**config.mk**
```make
export PLATFORM = sky130hd
export DESIGN_NAME = apb_slave_regbank_flat
export DESIGN_NICKNAME = d
export VERILOG_FILES = /design/src/rtl/apb_slave_regbank_if.sv /design/src/rtl/apb_slave_regbank.sv /design/src/flat_wrapper.sv
export SDC_FILE = /design/constraint.sdc
export NUM_CORES = 1
export LEC_CHECK = 0
export CORE_AREA = 2 2 232 234
export DETAILED_ROUTE_END_ITERATION = 8
export DIE_AREA = 0 0 234 236
export GPL_TIMING_DRIVEN = 0
export HOLD_SLACK_MARGIN = 0.03
export PLACE_DENSITY = 0.52
export SLEW_MARGIN = 40
export SYNTH_ARGS = -nofsm -noshare
export SYNTH_HDL_FRONTEND = slang
export SYNTH_SLANG_ARGS = --single-unit
```
**constraint.sdc**
```tcl
create_clock -name pclk -period 4.6 [get_ports pclk]
set_input_delay 0.92 -clock pclk [delete_from_list [all_inputs] [get_ports pclk]]
set_output_delay 0.92 -clock pclk [all_outputs]
set_load 0.005 [all_outputs]
```
**src/rtl/apb_slave_regbank_if.sv**
```systemverilog
// APB bus bundle for apb_slave_regbank: requester-side signals plus the
// slave's registered response.
interface apb_slave_regbank_if #(
    parameter int unsigned ADDR_WIDTH = 8,
    parameter int unsigned DATA_WIDTH = 32
);
    logic                  pselx;
    logic                  penable;
    logic                  pwrite;
    logic [ADDR_WIDTH-1:0] paddr;
    logic [DATA_WIDTH-1:0] pwdata;
    logic [DATA_WIDTH-1:0] prdata;
    logic                  pready;
    logic                  pslave_error;

    modport master (
        output pselx, penable, pwrite, paddr, pwdata,
        input  prdata, pready, pslave_error
    );

    modport slave (
        input  pselx, penable, pwrite, paddr, pwdata,
        output prdata, pready, pslave_error
    );
endinterface

```
**src/rtl/apb_slave_regbank.sv**
```systemverilog
// APB register bank with programmable wait states, error responses, hardware-fed
// read-only registers and a saturating error counter. All outputs are registered.
module apb_slave_regbank #(
    parameter int unsigned           ADDR_WIDTH  = 8,
    parameter int unsigned           DATA_WIDTH  = 32,
    parameter int unsigned           NUM_REGS    = 8,
    parameter int unsigned           WAIT_STATES = 0,
    parameter logic [NUM_REGS-1:0]   RO_MASK     = NUM_REGS'(8'hC0),
    parameter logic [DATA_WIDTH-1:0] RESET_VAL   = '0
) (
    input  logic                           pclk,
    input  logic                           preset,
    apb_slave_regbank_if.slave             bus,
    input  logic [NUM_REGS*DATA_WIDTH-1:0] status_i,
    output logic [NUM_REGS*DATA_WIDTH-1:0] reg_q,
    output logic [7:0]                     err_cnt
);
    localparam int unsigned    ADDR_LSB   = $clog2(DATA_WIDTH / 8);
    localparam int unsigned    IDX_W      = ADDR_WIDTH - ADDR_LSB;
    localparam int unsigned    SEL_W      = (NUM_REGS > 1) ? $clog2(NUM_REGS) : 1;
    localparam logic [IDX_W:0] NUM_REGS_C = (IDX_W + 1)'(NUM_REGS);
    localparam logic [3:0]     WAIT_CNT   = 4'(WAIT_STATES);

    typedef enum logic [1:0] {StIdle, StWait, StReady} state_e;

    state_e                  state_q, state_d;
    logic [3:0]              wcnt_q, wcnt_d;
    logic [ADDR_WIDTH-1:0]   addr_q;
    logic                    write_q;
    logic [DATA_WIDTH-1:0]   wdata_q;
    logic [DATA_WIDTH-1:0]   regs_q [NUM_REGS];
    logic [DATA_WIDTH-1:0]   prdata_q, prdata_d;
    logic                    perr_q, perr_d;
    logic                    pready_q;
    logic [7:0]              err_cnt_q;

    logic                    latch;
    logic                    complete;
    logic                    enter_ready;
    logic [ADDR_WIDTH-1:0]   acc_addr;
    logic                    acc_write;
    logic [IDX_W-1:0]        acc_idx;
    logic [SEL_W-1:0]        acc_sel;
    logic [SEL_W-1:0]        sel_q;
    logic                    misaligned;
    logic                    out_of_range;
    logic                    ro_hit;
    logic                    acc_err;
    logic [DATA_WIDTH-1:0]   rd_value;

    // With zero wait states the response is decoded straight off the setup-phase bus.
    assign acc_addr  = latch ? bus.paddr : addr_q;
    assign acc_write = latch ? bus.pwrite : write_q;
    assign acc_idx   = acc_addr[ADDR_WIDTH-1:ADDR_LSB];
    assign acc_sel   = acc_idx[SEL_W-1:0];
    assign sel_q     = addr_q[ADDR_LSB +: SEL_W];

    if (ADDR_LSB > 0) begin : g_align
        assign misaligned = |acc_addr[ADDR_LSB-1:0];
    end else begin : g_no_align
        assign misaligned = 1'b0;
    end

    assign out_of_range = {1'b0, acc_idx} >= NUM_REGS_C;
    assign ro_hit       = RO_MASK[acc_sel];
    assign acc_err      = misaligned | out_of_range | (acc_write & ro_hit);
    assign rd_value     = ro_hit ? status_i[acc_sel*DATA_WIDTH +: DATA_WIDTH] : regs_q[acc_sel];

    always_comb begin
        state_d  = state_q;
        wcnt_d   = wcnt_q;
        latch    = 1'b0;
        complete = 1'b0;
        unique case (state_q)
            StIdle: begin
                if (bus.pselx && !bus.penable) begin
                    latch = 1'b1;
                    if (WAIT_STATES == 0) begin
                        state_d = StReady;
                    end else begin
                        state_d = StWait;
                        wcnt_d  = 4'd1;
                    end
                end
            end
            StWait: begin
                if (!bus.pselx) begin
                    state_d = StIdle;
                end else if (wcnt_q == WAIT_CNT) begin
                    state_d = StReady;
                end else begin
                    wcnt_d = wcnt_q + 4'd1;
                end
            end
            StReady: begin
                if (!bus.pselx) begin
                    state_d = StIdle;
                end else if (bus.penable) begin
                    complete = 1'b1;
                    state_d  = StIdle;
                end
            end
            default: state_d = StIdle;
        endcase

        // Response is captured once on entry to READY and held until it is left.
        enter_ready = (state_d == StReady) && (state_q != StReady);
        prdata_d    = '0;
        perr_d      = 1'b0;
        if (state_d == StReady) begin
            if (enter_ready) begin
                perr_d   = acc_err;
                prdata_d = acc_err ? '0 : rd_value;
            end else begin
                perr_d   = perr_q;
                prdata_d = prdata_q;
            end
        end
    end

    always_ff @(posedge pclk) begin
        if (preset) begin
            state_q <= StIdle;
            wcnt_q  <= '0;
        end else begin
            state_q <= state_d;
            wcnt_q  <= wcnt_d;
        end
    end

    always_ff @(posedge pclk) begin
        if (preset) begin
            addr_q    <= '0;
            write_q   <= 1'b0;
            wdata_q   <= '0;
            prdata_q  <= '0;
            perr_q    <= 1'b0;
            pready_q  <= 1'b0;
            err_cnt_q <= '0;
            for (int unsigned i = 0; i < NUM_REGS; i++) begin
                regs_q[i] <= RESET_VAL;
            end
        end else begin
            prdata_q <= prdata_d;
            perr_q   <= perr_d;
            pready_q <= (state_d == StReady);
            if (latch) begin
                addr_q  <= bus.paddr;
                write_q <= bus.pwrite;
                wdata_q <= bus.pwdata;
            end
            if (complete && perr_q && (err_cnt_q != 8'hFF)) begin
                err_cnt_q <= err_cnt_q + 8'd1;
            end
            if (complete && write_q && !perr_q) begin
                regs_q[sel_q] <= wdata_q;
            end
        end
    end

    for (genvar g = 0; g < NUM_REGS; g++) begin : g_reg_out
        assign reg_q[g*DATA_WIDTH +: DATA_WIDTH] = RO_MASK[g] ? '0 : regs_q[g];
    end

    assign bus.prdata       = prdata_q;
    assign bus.pready       = pready_q;
    assign bus.pslave_error = perr_q;
    assign err_cnt          = err_cnt_q;

endmodule

```
**src/flat_wrapper.sv**
```systemverilog
// flat-port wrapper written by rule: the top's interface ports become plain ports
module apb_slave_regbank_flat 
#(
    parameter int unsigned           ADDR_WIDTH  = 8,
    parameter int unsigned           DATA_WIDTH  = 32,
    parameter int unsigned           NUM_REGS    = 8,
    parameter int unsigned           WAIT_STATES = 0,
    parameter logic [NUM_REGS-1:0]   RO_MASK     = NUM_REGS'(8'hC0),
    parameter logic [DATA_WIDTH-1:0] RESET_VAL   = '0
)
  (pclk, preset, status_i, reg_q, err_cnt, bus_pselx, bus_penable, bus_pwrite, bus_paddr, bus_pwdata, bus_prdata, bus_pready, bus_pslave_error);
  apb_slave_regbank_if #(.ADDR_WIDTH(ADDR_WIDTH), .DATA_WIDTH(DATA_WIDTH)) bus_i ();
  input  logic pclk;
  input  logic preset;
  input  logic [NUM_REGS*DATA_WIDTH-1:0] status_i;
  output logic [NUM_REGS*DATA_WIDTH-1:0] reg_q;
  output logic [7:0] err_cnt;
  input wire logic [$bits(bus_i.pselx)-1:0] bus_pselx;
  input wire logic [$bits(bus_i.penable)-1:0] bus_penable;
  input wire logic [$bits(bus_i.pwrite)-1:0] bus_pwrite;
  input wire logic [$bits(bus_i.paddr)-1:0] bus_paddr;
  input wire logic [$bits(bus_i.pwdata)-1:0] bus_pwdata;
  output wire logic [$bits(bus_i.prdata)-1:0] bus_prdata;
  output wire logic [$bits(bus_i.pready)-1:0] bus_pready;
  output wire logic [$bits(bus_i.pslave_error)-1:0] bus_pslave_error;
  assign bus_i.pselx = bus_pselx;
  assign bus_i.penable = bus_penable;
  assign bus_i.pwrite = bus_pwrite;
  assign bus_i.paddr = bus_paddr;
  assign bus_i.pwdata = bus_pwdata;
  assign bus_prdata = bus_i.prdata;
  assign bus_pready = bus_i.pready;
  assign bus_pslave_error = bus_i.pslave_error;
  apb_slave_regbank #(.ADDR_WIDTH(ADDR_WIDTH), .DATA_WIDTH(DATA_WIDTH), .NUM_REGS(NUM_REGS), .WAIT_STATES(WAIT_STATES), .RO_MASK(RO_MASK), .RESET_VAL(RESET_VAL)) u_core (.pclk(pclk), .preset(preset), .bus(bus_i), .status_i(status_i), .reg_q(reg_q), .err_cnt(err_cnt));
endmodule
```
==> results of run 1 <==
## worst reg2reg max path: stages, from the launching register on
cell,delay [ps]
dfxtp_1,340
nor4b_2,270
buf_4,230
mux2i_1,560
and2_1,210
clkbuf_1,310
buf_2,430
a22oi_1,280
a32o_1,300
## through the flow
stage	worst slack, ps	util, %	std cells	power (mW)	area (um2)
after detailed placement	381.4	32.65	2144	3.583	17330
after global placement	-57.54	32.60	2144	3.576	17300
after global routing	793.7	34.71	2206	6.386	18420
after CTS	951.9	34.71	2205	6.246	18420
after floorplan	1919	-	1106	3.175	13010
final	996.8	34.72	2207	6.167	18420
## cell usage after synthesis, types with 2 or more instances
| cell | number |
|---|---|
| nand4_1 | 2 |
| inv_1 | 5 |
| a32o_1 | 32 |
| nand2_1 | 83 |
| nor4_1 | 2 |
| clkbuf_1 | 40 |
| nand3_1 | 3 |
| nor2b_1 | 4 |
| mux2i_1 | 134 |
| xnor2_1 | 7 |
| buf_4 | 76 |
| nor2_1 | 22 |
| buf_2 | 13 |
| nand2b_1 | 3 |
| ha_1 | 3 |
| dfxtp_1 | 89 |
| a22oi_1 | 64 |
| buf_6 | 3 |
| a21oi_1 | 42 |
| and2_1 | 194 |
| or2_2 | 6 |
| nor3_1 | 7 |
| edfxtp_1 | 192 |
| and4b_1 | 2 |
## layout make-up
cell class,instances,share of cell area (%)
clock inverters,13,0.5773
repair buffers,342,18.58
diodes,2,0.02716
multi-input cells,688,25.22
well taps,696,4.727
flip-flops and latches,281,40.96
clock buffers,48,5.345
inverters,5,0.1019
plain buffers,132,4.462
## power by group through the flow
stage	sequential, mW	combinational [mW]	clock (mW)
floorplan	2.87	0.307	0
global placement	2.89	0.687	0
detailed placement	2.89	0.693	0
CTS	2.84	0.696	2.71
global route	2.84	0.735	2.81
finish	2.83	0.684	2.65
## layout by cell type, fill, tap and decap left out, drive strengths merged, types with 4 or more instances in the layout
cell type	instances
a21oi	42
a22oi	64
a32o	32
and2	194
buf	92
clkbuf	88
clkdlybuf4s50	342
clkinv	9
conb	64
dfxtp	89
edfxtp	192
inv	7
mux2i	135
nand2	83
nor2	22
nor2b	4
nor3	7
or2	6
xnor2	7
## kinds of logic (layout without fill, tap and decap cells)
family / Yosys count / in the layout / share of synthesized area (%)
fa+ha+maj: 3 / 3 / 0.2940
simple gates: 334 / 334 / 14.51
mux: 136 / 136 / 10.70
other cells: 1 / 66 / 0.02937
xor+xnor: 8 / 8 / 0.5487
buf+inv: 137 / 540 / 6.565
compound gates: 143 / 143 / 8.250
flops: 281 / 281 / 59.10
## how the worst max path moves through the flow
| stage | from | endpoint | depth (start not counted) |
|---|---|---|---|
| floorplan | bus_penable | u_core.bus.prdata[18] | 8 |
| global placement | bus_penable | u_core.regs_q[0][18] | 6 |
| detailed placement | bus_penable | u_core.bus.prdata[2] | 9 |
| CTS | bus_penable | u_core.bus.prdata[26] | 9 |
| global route | bus_penable | u_core.bus.prdata[26] | 9 |
| finish | bus_penable | u_core.bus.prdata[2] | 9 |
## state kept, by name (all words and copies together) (netlist names)
register and flops:
u_core.wcnt_q 4, u_core.write_q 1, u_core.addr_q 8, u_core.state_q 2
u_core.err_cnt 8, u_core.regs_q 192, u_core.bus.pslave_error 1, u_core.bus.prdata 32
u_core.bus.pready 1, u_core.wdata_q 32
## routing by layer
| metal | track usage, % | routed length, um |
|---|---|---|
| met1 | 22.37 | 21230 |
| met4 | 4.411 | 918 |
| met3 | 3.494 | 2915 |
| met2 | 31.56 | 25530 |
| met5 | 0 | 0 |
==> results.sh, run 1 <==
export IMPL_outcome="finished, final reports clean"
export IMPL_setup_viol=0
export IMPL_ys_types=39
export IMPL_worstSetupStartpointType="input pin"
export IMPL_grt_max_degree=33
export IMPL_die_x_um=234
export IMPL_ys_seq_area_share_pct=59.10
export IMPL_dr_pass1_iters=5
export IMPL_drt_wirelength_per_cell_um=22.92
export IMPL_fmax_ghz=0.2775
export IMPL_drv_cap=0
export IMPL_clock_latency_ps=540
export IMPL_cts_setup_buffers=0
export IMPL_antenna_found_initial=1
export IMPL_ir_worst_vdd_mv=0.1671
export IMPL_synth_edff_count=192
export IMPL_finalCritPeriodShare_pct=78.33
export IMPL_syn_area_um2=12770
export IMPL_grt_pass1_vias=9811
export IMPL_synth_top_area_share_pct=45.15
export IMPL_r2r_end="u_core.bus.prdata[2]"
export IMPL_synth_area_leaders="edfxtp_1 (45%), dfxtp_1 (14%), mux2i_1 (11%)"
export IMPL_r2r_cells=8
export IMPL_endpoint_kind="flip-flop"
export IMPL_p_leak_nw=7.403
export IMPL_vias=9535
export IMPL_avgSynthCellArea_um2=12.24
export IMPL_coreArea_um2=53070
export IMPL_rsz0062_at_grt="false"
export IMPL_hold_viol=0
export IMPL_regArea_um2=7547
export IMPL_worst_slew_pin_slew_ps=938.2
export IMPL_hold_end="u_core.addr_q[6]"
export IMPL_die_h_um=236
export IMPL_hold_class="reg2reg"
export IMPL_cp_max_fo=10
export IMPL_die_area_um2=55220
export IMPL_crit_chain="clkdlybuf4s50_1, nor4b_2, buf_4, mux2i_1, and2_1, clkbuf_1, buf_2, a22oi_1, a32o_1"
export IMPL_crit_buf_inv=4
export IMPL_vias_per_cell=4.320
export IMPL_slew_viol_final=0
export IMPL_multi_input_area_um2=4646
export IMPL_power_frac_seq_pct=46.0
export IMPL_remaining_drc_errors=0
export IMPL_syn_inst=1043
export IMPL_p_int_mw=4.664
export IMPL_cp_required_ps=5020
export IMPL_synth_top_area_cell="edfxtp_1"
export IMPL_fin_tns_setup_ps=0
export IMPL_relSlewSlack_pct=37.22
export IMPL_htree_levels=2
export IMPL_p_sw_mw=1.503
export IMPL_dp_hpwl_um=36750
export IMPL_numPortBuffers=342
export IMPL_critPathKind="in2reg"
export IMPL_slowest_stage="mux2i_1"
export IMPL_r2r_slack_ps=1570
export IMPL_num_rows=85
export IMPL_cts_sinks=281
export IMPL_cts_root_buf="clkbuf_16"
export IMPL_p_per_area_nw_per_um2=334.7
export IMPL_cts_hold_buf=0
export IMPL_worstPathArrival_ps=4030
export IMPL_gp_congestion=0.7733
export IMPL_critPathTopFamily="buffers and inverters"
export IMPL_first_iter_violations=512
export IMPL_nets=1788
export IMPL_ys_async_sr_fraction_pct=0
export IMPL_grt_use_total_pct=17.95
export IMPL_crit_reg2reg_launch="u_core.state_q[0]"
export IMPL_ant_nets=0
export IMPL_drive_above_1_share_pct=10.67
export IMPL_skew_ps=19.64
export IMPL_ys_warnings_count=0
export IMPL_swShare_pct=24.38
export IMPL_cts_tree="built"
export IMPL_clockPowerShare_pct=42.9
export IMPL_area_delta_synth_final_pct=44.28
export IMPL_hold_path_depth=2
export IMPL_holdWs_ps=462.4
export IMPL_clockBufferDepth=3
export IMPL_critPathMaxStageDelay_ps=560
export IMPL_start_util_pct=24.06
export IMPL_min_from="u_core.addr_q[6]"
export IMPL_ys_flop_type="edfxtp_1"
export IMPL_grt_ovfl_total=0
export IMPL_combPwrFrac_pct=11.1
export IMPL_clk_pin_slew_ps=60
export IMPL_post_cts_resized=0
export IMPL_routed_wl_um=50590
export IMPL_ys_seq_elements=281
export IMPL_period_needed_ps=3603
export IMPL_num_io_pins=599
export IMPL_grt_pass1_wl_um=70250
export IMPL_nFillCells=5223
export IMPL_cts_buffers=34
Power figures use the tool's default switching activity.
==> run 2, diff against run 1 <==
- CORE_AREA: 2 2 232 234 -> 2 2 234 236
- DIE_AREA: 0 0 234 236 -> 0 0 236 238
- PLACE_DENSITY: 0.52 -> 0.51
- clock period: 4.6 -> 3.35 ns (I/O delays scaled with it)
==> run 2 against run 1 <==
- worst setup slack got worse by 800 ps
- core utilization hardly changed
- clock skew is 1.7 ps higher
- final cell count is 0.14% higher
- combinational power is 39% higher
- power up 42%
- clock power increased by 48%
- first-iteration DRC count up 6.1%
- sequential share of layout area decreased by 0.28 points
- largest power group is now the clock network
==> results.sh, run 2 (same netlist as run 1, synthesis figures left out) <==
export IMPL_finish_instance_area_um2=18550
export IMPL_largest_reg_flops=192
export IMPL_num_rows=85
export IMPL_cts_root_buf="clkbuf_16"
export IMPL_critPathMaxStageDelay_ps=690
export IMPL_slowest_stage="nor2_1"
export IMPL_die_h_um=238
export IMPL_cp_required_ps=3520
export IMPL_cts_setup_buffers=0
export IMPL_grt_pass1_wl_um=71690
export IMPL_r2r_end="u_core.regs_q[4][17]"
export IMPL_cts_buffers=35
export IMPL_endpoint_kind="flip-flop"
export IMPL_grt_pass1_vias=9917
export IMPL_r2r_cells=5
export IMPL_worstSetupStartpointType="input pin"
export IMPL_relSlewSlack_pct=42.27
export IMPL_r2r_slack_ps=510
export IMPL_nFillCells=5331
export IMPL_fmax_ghz=0.3171
export IMPL_remaining_drc_errors=0
export IMPL_clockBufferDepth=3
export IMPL_start_util_pct=23.87
export IMPL_antennaDiodeCount=0
export IMPL_period_needed_ps=3153
export IMPL_cp_max_fo=32
export IMPL_die_area_um2=56170
export IMPL_finalCritPeriodShare_pct=94.13
export IMPL_drv_cap=0
export IMPL_gp_congestion=0.8022
export IMPL_area_delta_synth_final_pct=45.28
export IMPL_worstPathArrival_ps=3330
export IMPL_setup_viol=0
export IMPL_drive_above_1_share_pct=11.10
export IMPL_crit_buf_inv=1
export IMPL_cts_tree="built"
export IMPL_ant_nets=0
export IMPL_slew_viol_final=0
export IMPL_cp_startpoint="bus_penable"
export IMPL_grt_ovfl_total=0
export IMPL_numPortBuffers=342
export IMPL_stdcell_count=2210
export IMPL_clock_latency_ps=550
export IMPL_final_cell_mix="clkdlybuf4s50_1 (342), and2_1 (194), edfxtp_1 (192)"
export IMPL_crit_reg2reg_launch="u_core.state_q[1]"
export IMPL_p_leak_nw=7.467
export IMPL_crit_chain="clkdlybuf4s50_1, and4b_1, and4bb_2, nand2b_1, nor2_1, or2_4"
export IMPL_cp_depth=6
export IMPL_post_dp_cell_area_um2=17340
export IMPL_skew_ps=21.30
export IMPL_outcome="finished, final reports clean"
export IMPL_dr_pass1_iters=5
export IMPL_routed_wl_um=51790
export IMPL_htree_levels=2
export IMPL_critPathTopFamily="simple AND/OR/NAND/NOR gates"
export IMPL_worst_slew_pin_slew_ps=862.7
export IMPL_top_register="u_core.regs_q"
export IMPL_crit_path_end="u_core.regs_q[4][17]"
export IMPL_coreArea_um2=53500
export IMPL_critPathKind="in2reg"
export IMPL_antenna_found_initial=2
export IMPL_die_x_um=236
export IMPL_dp_hpwl_um=37330
export IMPL_num_io_pins=599
export IMPL_place_inst=2146
export IMPL_first_iter_violations=543
export IMPL_grt_max_degree=33
export IMPL_clk_pin_slew_ps=60
export IMPL_vias_per_cell=4.320
export IMPL_cts_sinks=281
export IMPL_final_common_cell="clkdlybuf4s50_1"
export IMPL_nets=1791
export IMPL_drt_wirelength_per_cell_um=23.43
export IMPL_hold_class="reg2reg"
export IMPL_p_per_area_nw_per_um2=472.7
export IMPL_hold_viol=0
export IMPL_final_core_util_pct=34.68
export IMPL_vias=9548
export IMPL_rsz0062_at_grt="false"
export IMPL_grt_use_total_pct=18.00
export IMPL_ir_worst_vdd_mv=0.2691
-- run 2: changes by cell type in the layout (fill, tap and decap cells not counted), moves of 2 or more --
cell	before	now
diode_2	2	0
bufinv_16	1	3
clkbuf_16	35	37
clkbuf_1	45	43
clkbuf_4	0	2
clkinv_1	1	3
clkinv_4	2	0
-- run 2: layout make-up --
cell class / instances / area [um2] / area share (%)
timing repair buffer: 344 / 3440 / 18.54
multi-input combinational: 688 / 4652 / 25.08
tap: 696 / 870.8 / 4.694
buffer: 132 / 827.0 / 4.458
clock buffer: 48 / 1027 / 5.537
clock inverter: 16 / 168.9 / 0.9105
inverter: 5 / 18.77 / 0.1012
sequential: 281 / 7547 / 40.68
-- run 2: metrics by stage --
step | setup TNS (ps) | hold WS, ps | power, mW | setup WS [ps]
floorplan | 0 | 436.0 | 4.359 | 919.1
global placement | -197710 | 442.9 | 4.919 | -1127
detailed placement | -68900 | 451.2 | 4.927 | -589.0
CTS | 0 | 459.5 | 8.856 | 93.67
global route | 0 | 477.9 | 9.076 | 78.92
finish | 0 | 460.7 | 8.770 | 196.6
-- run 2: worst min path at each step --
| stage | from | endpoint | slack (ps) | cells after the start |
|---|---|---|---|---|
| after detailed placement | u_core.addr_q[6] | u_core.addr_q[6] | 450 | 2 |
| after global placement | u_core.addr_q[6] | u_core.addr_q[6] | 440 | 2 |
| final | u_core.addr_q[1] | u_core.addr_q[1] | 460 | 2 |
| after floorplan | u_core.addr_q[1] | u_core.addr_q[1] | 440 | 2 |
| after CTS | u_core.addr_q[6] | u_core.addr_q[6] | 460 | 2 |
| after global routing | u_core.bus.prdata[18] | u_core.bus.prdata[18] | 480 | 1 |
-- run 2: worst min-delay path: stages, from the launching register on --
cell,delay [ps]
dfxtp_1,310
nand2_1,50
a21oi_1,60
-- run 2: what timing repair did --
item / in CTS / in global routing
gates resized for setup: 1 / 4
gates cloned: 0 / 0
hold buffers: 0 / 0
endpoints found under the setup margin: 1 / 5
endpoints found under the hold margin: 0 / 0
-- run 2: layer usage --
layer	share of wire [%]	GRT usage (%)
met1	43	22.48
met2	50	31.63
met3	5.7	4.072
met4	1.8	3.957
met5	0	0
-- run 2: where the power goes --
group | switching [mW] | total [mW] | internal [mW] | leakage (nW)
clock | 1.54 | 3.93 | 2.39 | 0.591
sequential | 0.0901 | 3.89 | 3.80 | 2.71
combinational | 0.483 | 0.950 | 0.467 | 4.17
